### config.mk
export PLATFORM = sky130hd
export DESIGN_NAME = vmem_arbiter
export DESIGN_NICKNAME = d
export VERILOG_FILES = /design/src/rtl/vmem_arbiter.sv
export SDC_FILE = /design/constraint.sdc
export NUM_CORES = 1
export LEC_CHECK = 0
export CORE_AREA = 2 2 119 121
export DETAILED_ROUTE_END_ITERATION = 8
export DIE_AREA = 0 0 121 123
export PLACE_DENSITY = 0.69
export SETUP_SLACK_MARGIN = 0.02
export SLEW_MARGIN = 20
export SYNTH_ARGS = -nofsm -noshare
export SYNTH_HDL_FRONTEND = slang
export SYNTH_SLANG_ARGS = --single-unit
### constraint.sdc
create_clock -name clk -period 4 [get_ports clk]
set_input_delay 0.8 -clock clk [delete_from_list [all_inputs] [get_ports clk]]
set_output_delay 0.8 -clock clk [all_outputs]
set_load 0.02 [all_outputs]
### src/rtl/vmem_arbiter.sv
// vmem_arbiter: single-port data-memory arbiter shared by the scalar LSU and
// the vector memory access unit (VMA). A pending vector instruction gets a
// one-cycle v_start only while the port is free. The port is then locked to
// the VMA for the whole burst. Scalar accesses are time-multiplexed in IDLE.
// A watchdog aborts bursts that run too long, and a fairness flag gives a
// waiting scalar access the first slot after each burst.
//
// Ports:
//   clk, rst                         clock, async active-low reset
//   s_req/s_we/s_addr/s_wdata        scalar request (held until s_ready)
//   s_ready                          scalar granted this cycle (combinational)
//   s_rvalid/s_rdata                 registered scalar read return
//   v_req / v_start                  vector instruction pending / start pulse
//   v_busy/v_done                    VMA status
//   v_read_en/v_write_en/v_addr/v_wdata  VMA memory request
//   v_rdata                          memory read data to VMA (= m_rdata)
//   m_re/m_we/m_addr/m_wdata/m_rdata data memory port (combinational read)
//   err                              sticky watchdog-abort flag
module vmem_arbiter #(
  parameter int unsigned TIMEOUT = 1024,
  parameter int unsigned TW      = 11
) (
  input  logic        clk,
  input  logic        rst,
  input  logic        s_req,
  input  logic        s_we,
  input  logic [31:0] s_addr,
  input  logic [31:0] s_wdata,
  output logic        s_ready,
  output logic        s_rvalid,
  output logic [31:0] s_rdata,
  input  logic        v_req,
  output logic        v_start,
  input  logic        v_busy,
  input  logic        v_done,
  input  logic        v_read_en,
  input  logic        v_write_en,
  input  logic [31:0] v_addr,
  input  logic [31:0] v_wdata,
  output logic [31:0] v_rdata,
  output logic        m_re,
  output logic        m_we,
  output logic [31:0] m_addr,
  output logic [31:0] m_wdata,
  input  logic [31:0] m_rdata,
  output logic        err
);

  typedef enum logic [1:0] {IDLE, VSTART, VLOCK, VREL} state_t;

  localparam logic [TW-1:0] TIMEOUT_W = TW'(TIMEOUT);

  state_t        state;
  logic          owed;
  logic [TW-1:0] wdog;
  logic          vec_go_c;
  logic          s_grant_c;

  // A vector start wins over a scalar request unless the scalar side is owed a slot
  assign vec_go_c  = (state == IDLE) && v_req && !(s_req && owed);
  assign s_grant_c = (state == IDLE) && s_req && !vec_go_c;

  assign s_ready = s_grant_c;
  assign v_start = (state == VSTART);
  assign v_rdata = m_rdata;

  // Memory port mux: scalar on grant in IDLE, VMA during VLOCK/VREL, idle otherwise
  always_comb begin
    m_re    = 1'b0;
    m_we    = 1'b0;
    m_addr  = 32'h0;
    m_wdata = 32'h0;
    case (state)
      IDLE: begin
        if (s_grant_c) begin
          m_re    = !s_we;
          m_we    = s_we;
          m_addr  = s_addr;
          m_wdata = s_wdata;
        end
      end
      VLOCK, VREL: begin
        m_re    = v_read_en;
        m_we    = v_write_en;
        m_addr  = v_addr;
        m_wdata = v_wdata;
      end
      default: ;
    endcase
  end

  // Sequencer, fairness flag, watchdog and scalar read return
  always_ff @(posedge clk or negedge rst) begin
    if (!rst) begin
      state    <= IDLE;
      owed     <= 1'b0;
      wdog     <= '0;
      err      <= 1'b0;
      s_rvalid <= 1'b0;
      s_rdata  <= 32'h0;
    end else begin
      s_rvalid <= s_grant_c && !s_we;
      if (s_grant_c && !s_we) s_rdata <= m_rdata;

      case (state)
        IDLE: begin
          if (s_grant_c) owed  <= 1'b0;
          if (vec_go_c)  state <= VSTART;
        end
        VSTART: begin
          wdog  <= '0;
          state <= VLOCK;
        end
        VLOCK: begin
          if (wdog != TIMEOUT_W) wdog <= wdog + TW'(1);
          if (v_done) begin
            state <= VREL;
          end else if (!v_busy) begin
            // VMA decoded a NOP or finished without a done pulse
            state <= IDLE;
          end else if (wdog == TIMEOUT_W) begin
            err   <= 1'b1;
            state <= IDLE;
          end
        end
        VREL: begin
          if (s_req) owed <= 1'b1;
          state <= IDLE;
        end
        default: state <= IDLE;
      endcase
    end
  end

endmodule

======== Yosys cells after proc, flatten, opt, wreduce, memory -nomap -nowiden ========
Index checks and enable logic that the tools add are counted.
Widths: inputs -> output; s select.
cells by class
  $add $sub $neg .......................... 1
  equality and inequality tests ........... 10
  multiplexer cells ....................... 18
  bitwise operators ....................... 1
  reduce and logical (&&, ||, !) cells .... 17
operator list
  kind                   number
  $pmux 32 s2            2
  $mux 32                2
  $pmux 11 s2            1
  $add 11x1->11 const B  1
  $eq 11x11->1 const B   1
  $mux 11                1
  $ne 11x11->1 const B   1
  $mux 2                 4
  $ne 2x2->1 const B     4
  $pmux 2 s4             1
  $logic_and 1x1->1      6
  $pmux 1 s2             3
  $eq 2x2->1 const B     2
  $mux 1                 4
  $ne 4x4->1 const B     1
  $reduce_and 2->1       2
  $reduce_and 4->1       1
  $reduce_bool 2->1      2
  $logic_not 1->1        3
  $reduce_and 3->1       1
  $eq 2x1->1 const B     1
  $logic_not 2->1        1
  $reduce_or 2->1        1
  $not 1->1              1
storage, ports and cells
  flip-flop bits (word level) ............. 48
  word-level logic and storage cells ...... 53

======== Logic depth before layout (Yosys ltp) ========
  depth in word-level cells ............... 7
  depth in mapped cells ................... 6

======== Least setup slack after synthesis ========
OpenSTA, ideal clock, no wires.
  path type ............................... in2out
  start ................................... in v_req
  end ..................................... out m_addr[11]
  data arrival time ....................... 1.925 ns
  required time ........................... 3.200 ns
  slack ................................... 1.275 ns
  cell stages on the path ................. 4
  cells stage by stage .................... nor2b_1 -> nor3_1 -> clkbuf_1 -> a22o_1
between the ends
  word-level cells in the longest chain between the ends .. 6
RTL lines
  item                            RTL line  RTL
  from (decl)                     32        input logic v_req,
  $logic_and 1x1->1 (2 in a row)  60        assign vec_go_c = (state == IDLE) && v_req && !(s_req && owed);
  $logic_not 1->1                 61        assign s_grant_c = (state == IDLE) && s_req && !vec_go_c;
  $logic_and 1x1->1               61
  net s_ready                     29        output logic s_ready,
  $mux 32                         75        if (s_grant_c) begin
  $pmux 32 s2                     73        case (state)
  to (decl)                       43        output logic [31:0] m_addr,
The timed path passes the listed nets, and every way through them passes these cells.

======== Worst setup path after layout ========
  start ................................... in v_req
  end ..................................... out m_addr[27]
between the ends
  word-level cells in the longest chain between the ends .. 6
RTL lines
  item                            RTL line
  $logic_and 1x1->1 (2 in a row)  60
  $logic_not 1->1                 61
  $logic_and 1x1->1               61
  $mux 32                         75
  $pmux 32 s2                     73
No other way between the ends.

==> metrics.json <==
{
  "run_status": "finished, final reports clean",
  "arrival_ns": 2.84,
  "timing.clock.skew_ns": 0.00857,
  "detail_route.vias_per_cell": 4.49,
  "rsz0062_at_grt": "no",
  "grt_first_pass_wirelength_um": 17500,
  "clock_sink_count": 48,
  "ctsHtreeMaxLevel": 2,
  "cts_bufs_inserted": 5,
  "clk_root_buffer_cell": "sky130_fd_sc_hd__clkbuf_16",
  "synth_seq_area_share_pct": 40.4,
  "fin_util_pct": 44.7,
  "total_switching_power_uw": 1460,
  "cp_data_required_time_ns": 3.20,
  "routed-via-count": 3235,
  "post-synth-top-count-cell": "sky130_fd_sc_hd__a22o_1",
  "ctsLongestPathBuffers": 2,
  "synth_cell_type_count": 34,
  "hold_path_class": "register to register",
  "mappedNetlistNets": 448,
  "ys.warnings.count": 0,
  "grt-ovfl-total": 0,
  "global_route.usage.met2_pct": 27.6,
  "drc_errors": 0,
  "timing_hold_violations_final": 0,
  "holdBufCountCts": 0,
  "power.share.sequential_pct": 22.4,
  "placedInstanceArea_um2": 5930,
  "achievable-frequency_mhz": 275,
  "dp_hpwl_um": 9970,
  "finalHoldWorstSlack_ns": 0.485,
  "stdcell_area_um2": 6080,
  "synth_top_cells_by_count": "sky130_fd_sc_hd__a22o_1, sky130_fd_sc_hd__dfrtp_1, sky130_fd_sc_hd__buf_4",
  "cts_resized": 0,
  "global_route.peak_usage_layer": "met2",
  "core_footprint_um2": 13600,
  "synth.cell_area_um2": 2980,
  "ys_top_cells_by_area": "sky130_fd_sc_hd__dfrtp_1, sky130_fd_sc_hd__a22o_1, sky130_fd_sc_hd__mux2_1, sky130_fd_sc_hd__buf_4, sky130_fd_sc_hd__mux2_2",
  "first_global_vias": 3305,
  "drtAntennaViolNets": 0,
  "dr.pass1.iters": 4,
  "drive_above_1_share_pct": 3.89,
  "finalNetCount": 710,
  "timing.critical_path.from_type": "input pin",
  "num_io_pins": 303,
  "vdd.ir_drop.worst_uv": 267,
  "timing_worst_slew_pin_value_ns": 0.596,
  "sw_frac_of_total_pct": 40.6,
  "clk_pin_slew_worst_paths_ns": 0.06,
  "power.leakage_uw": 0.00241,
  "relSlewSlack_pct": 60.2,
  "wire_per_inst_um": 16.7,
  "routed_wl_um": 12100,
  "num_antenna_cells": 0,
  "die_area_um2": 14900,
  "clock_network_power_share_pct": 12.0,
  "postSynthCellCount": 277,
  "worstSkewPairLatency_ns": 0.28,
  "timing.final.crit_share_pct": 91.0,
  "finalCriticalPeriod_ns": 3.64,
  "die_height_um": 123,
  "final.setup.tns_ns": 0,
  "final_setup_viols": 0,
  "dieWidth_um": 121,
  "numPortBuffers": 302,
  "global_route.usage.met3_pct": 3.00,
  "postCtsSetupBuffers": 0,
  "gpl.final_weighted_congestion": 0.846,
  "synth.ff_latch_count": 48,
  "drt-initial-drc-count": 100,
  "dominantRegCellSynth": "sky130_fd_sc_hd__dfrtp_1",
  "postSynthAreaPerCell_um2": 10.7,
  "placed_cells_incl_taps": 712,
  "finalNonFillerCells": 720,
  "timing.final.max_slew_violations": 0,
  "share_comb_of_total_power_pct": 65.6,
  "area_growth_pct": 104,
  "grt_max_degree": 67,
  "synth_enable_flop_cells": 0,
  "cell_internal_pwr_uw": 2130,
  "timing_worst_setup_path_type": "input pin to output pin",
  "initial_core_util_pct": 21.9,
  "cts_tree": "built",
  "yosysTopAreaCell": "sky130_fd_sc_hd__dfrtp_1",
  "rows": 43,
  "power_per_cell_area_nw_per_um2": 590,
  "grt_util_all_layers_pct": 14.9,
  "top_cell_type_s_share_of_synthesized_area_pct": 40.4,
  "groute.layer.met1.usage_pct": 17.7,
  "maxCapViolCount": 0,
  "timing.critical_path.fanout_max": 66,
  "worst_setup_path_end_kind": "output pin",
  "async_reset_ff_share_pct": 100,
  "antenna_found_initial": 0
}
-- layout make-up --
type / count / area, µm²
clock buffers: 7 / 143
clock inverters: 1 / 8.76
fillers: 1281 / 7530
inverters: 6 / 22.5
multi-input cells: 171 / 1410
flip-flops and latches: 48 / 1200
well taps: 180 / 225
repair buffers: 307 / 3070
-- power groups by stage --
stage               logic, µW  clock network, µW  registers [µW]
finish                   2350                430             805
global placement         2350                  0             805
global route             2490                465             837
detailed placement       2370                  0             816
CTS                      2380                448             808
floorplan                1030                  0             986
-- through the flow --
step                setup WS [ns]  power, µW
global placement            0.376       3160
finish                      0.361       3590
global route                0.284       3790
CTS                         0.352       3630
detailed placement          0.371       3180
floorplan                    1.28       2020
-- final timing paths --
path / endpoint / startpoint / slack (ns) / depth (start not counted)
max in group asynchronous: state[1] / rst / 3.05 / 1
min in group asynchronous: s_rdata[1] / rst / 0.52 / 1
hold / removal: s_rdata[15] / s_rdata[15] / 0.48 / 1
setup reg to reg: s_rdata[19] / state[0] / 2.08 / 5
setup / recovery: m_addr[27] / v_req / 0.36 / 6
hold reg to reg: s_rdata[15] / s_rdata[15] / 0.48 / 1
-- cell families after synthesis --
kind of cell             Yosys count  synth area share (%)
AO/OA/AOI/OAI                     81                  22.8
buffers and inverters             58                  12.4
AND/OR/NAND/NOR                   49                  9.13
flip-flops                        48                  40.4
multiplexers                      38                  14.2
adder cells (fa/ha/maj)            2                 0.841
XOR/XNOR                           1                 0.294
-- layer usage --
metal / up-vias / routed length [µm]
met5: - / 0
met4: 0 / 167
met3: 11 / 762
met2: 133 / 6590
met1: 1551 / 4540
li1: 1540 / -
-- state kept, by name (all words and copies together), names as in the netlist --
register	flops
s_rdata	32
wdog	11
state	2
err	1
owed	1
s_rvalid	1
-- critical path, stage by stage --
cell                              delay [ns]
sky130_fd_sc_hd__clkdlybuf4s50_1        0.44
sky130_fd_sc_hd__nor2b_1                0.19
sky130_fd_sc_hd__nor3_2                 0.24
sky130_fd_sc_hd__buf_12                 0.30
sky130_fd_sc_hd__a22o_1                 0.20
sky130_fd_sc_hd__clkdlybuf4s50_1        0.62
-- cell usage in the layout (no fill, tap or decap), types with 2 or more instances in the layout --
cell / netlist / routed
sky130_fd_sc_hd__or3_1: 3 / 3
sky130_fd_sc_hd__ha_1: 2 / 2
sky130_fd_sc_hd__mux2_2: 5 / 5
sky130_fd_sc_hd__o21ai_0: 4 / 4
sky130_fd_sc_hd__nor2b_1: 3 / 3
sky130_fd_sc_hd__mux2i_1: 5 / 5
sky130_fd_sc_hd__o311ai_0: 3 / 3
sky130_fd_sc_hd__o211ai_1: 2 / 2
sky130_fd_sc_hd__and3_1: 3 / 3
sky130_fd_sc_hd__nand3_1: 9 / 9
sky130_fd_sc_hd__nand2b_1: 3 / 3
sky130_fd_sc_hd__nand4_1: 3 / 3
sky130_fd_sc_hd__mux2_1: 28 / 28
sky130_fd_sc_hd__nor4_1: 3 / 3
sky130_fd_sc_hd__clkdlybuf4s50_1: 0 / 301
sky130_fd_sc_hd__buf_4: 32 / 5
sky130_fd_sc_hd__dfrtp_1: 48 / 47
sky130_fd_sc_hd__inv_1: 6 / 6
sky130_fd_sc_hd__a21oi_1: 4 / 4
sky130_fd_sc_hd__nand2_1: 10 / 10
sky130_fd_sc_hd__a22o_1: 65 / 65
sky130_fd_sc_hd__nor2_1: 6 / 6
sky130_fd_sc_hd__clkbuf_16: 0 / 5
Power figures use the tool's default switching activity.
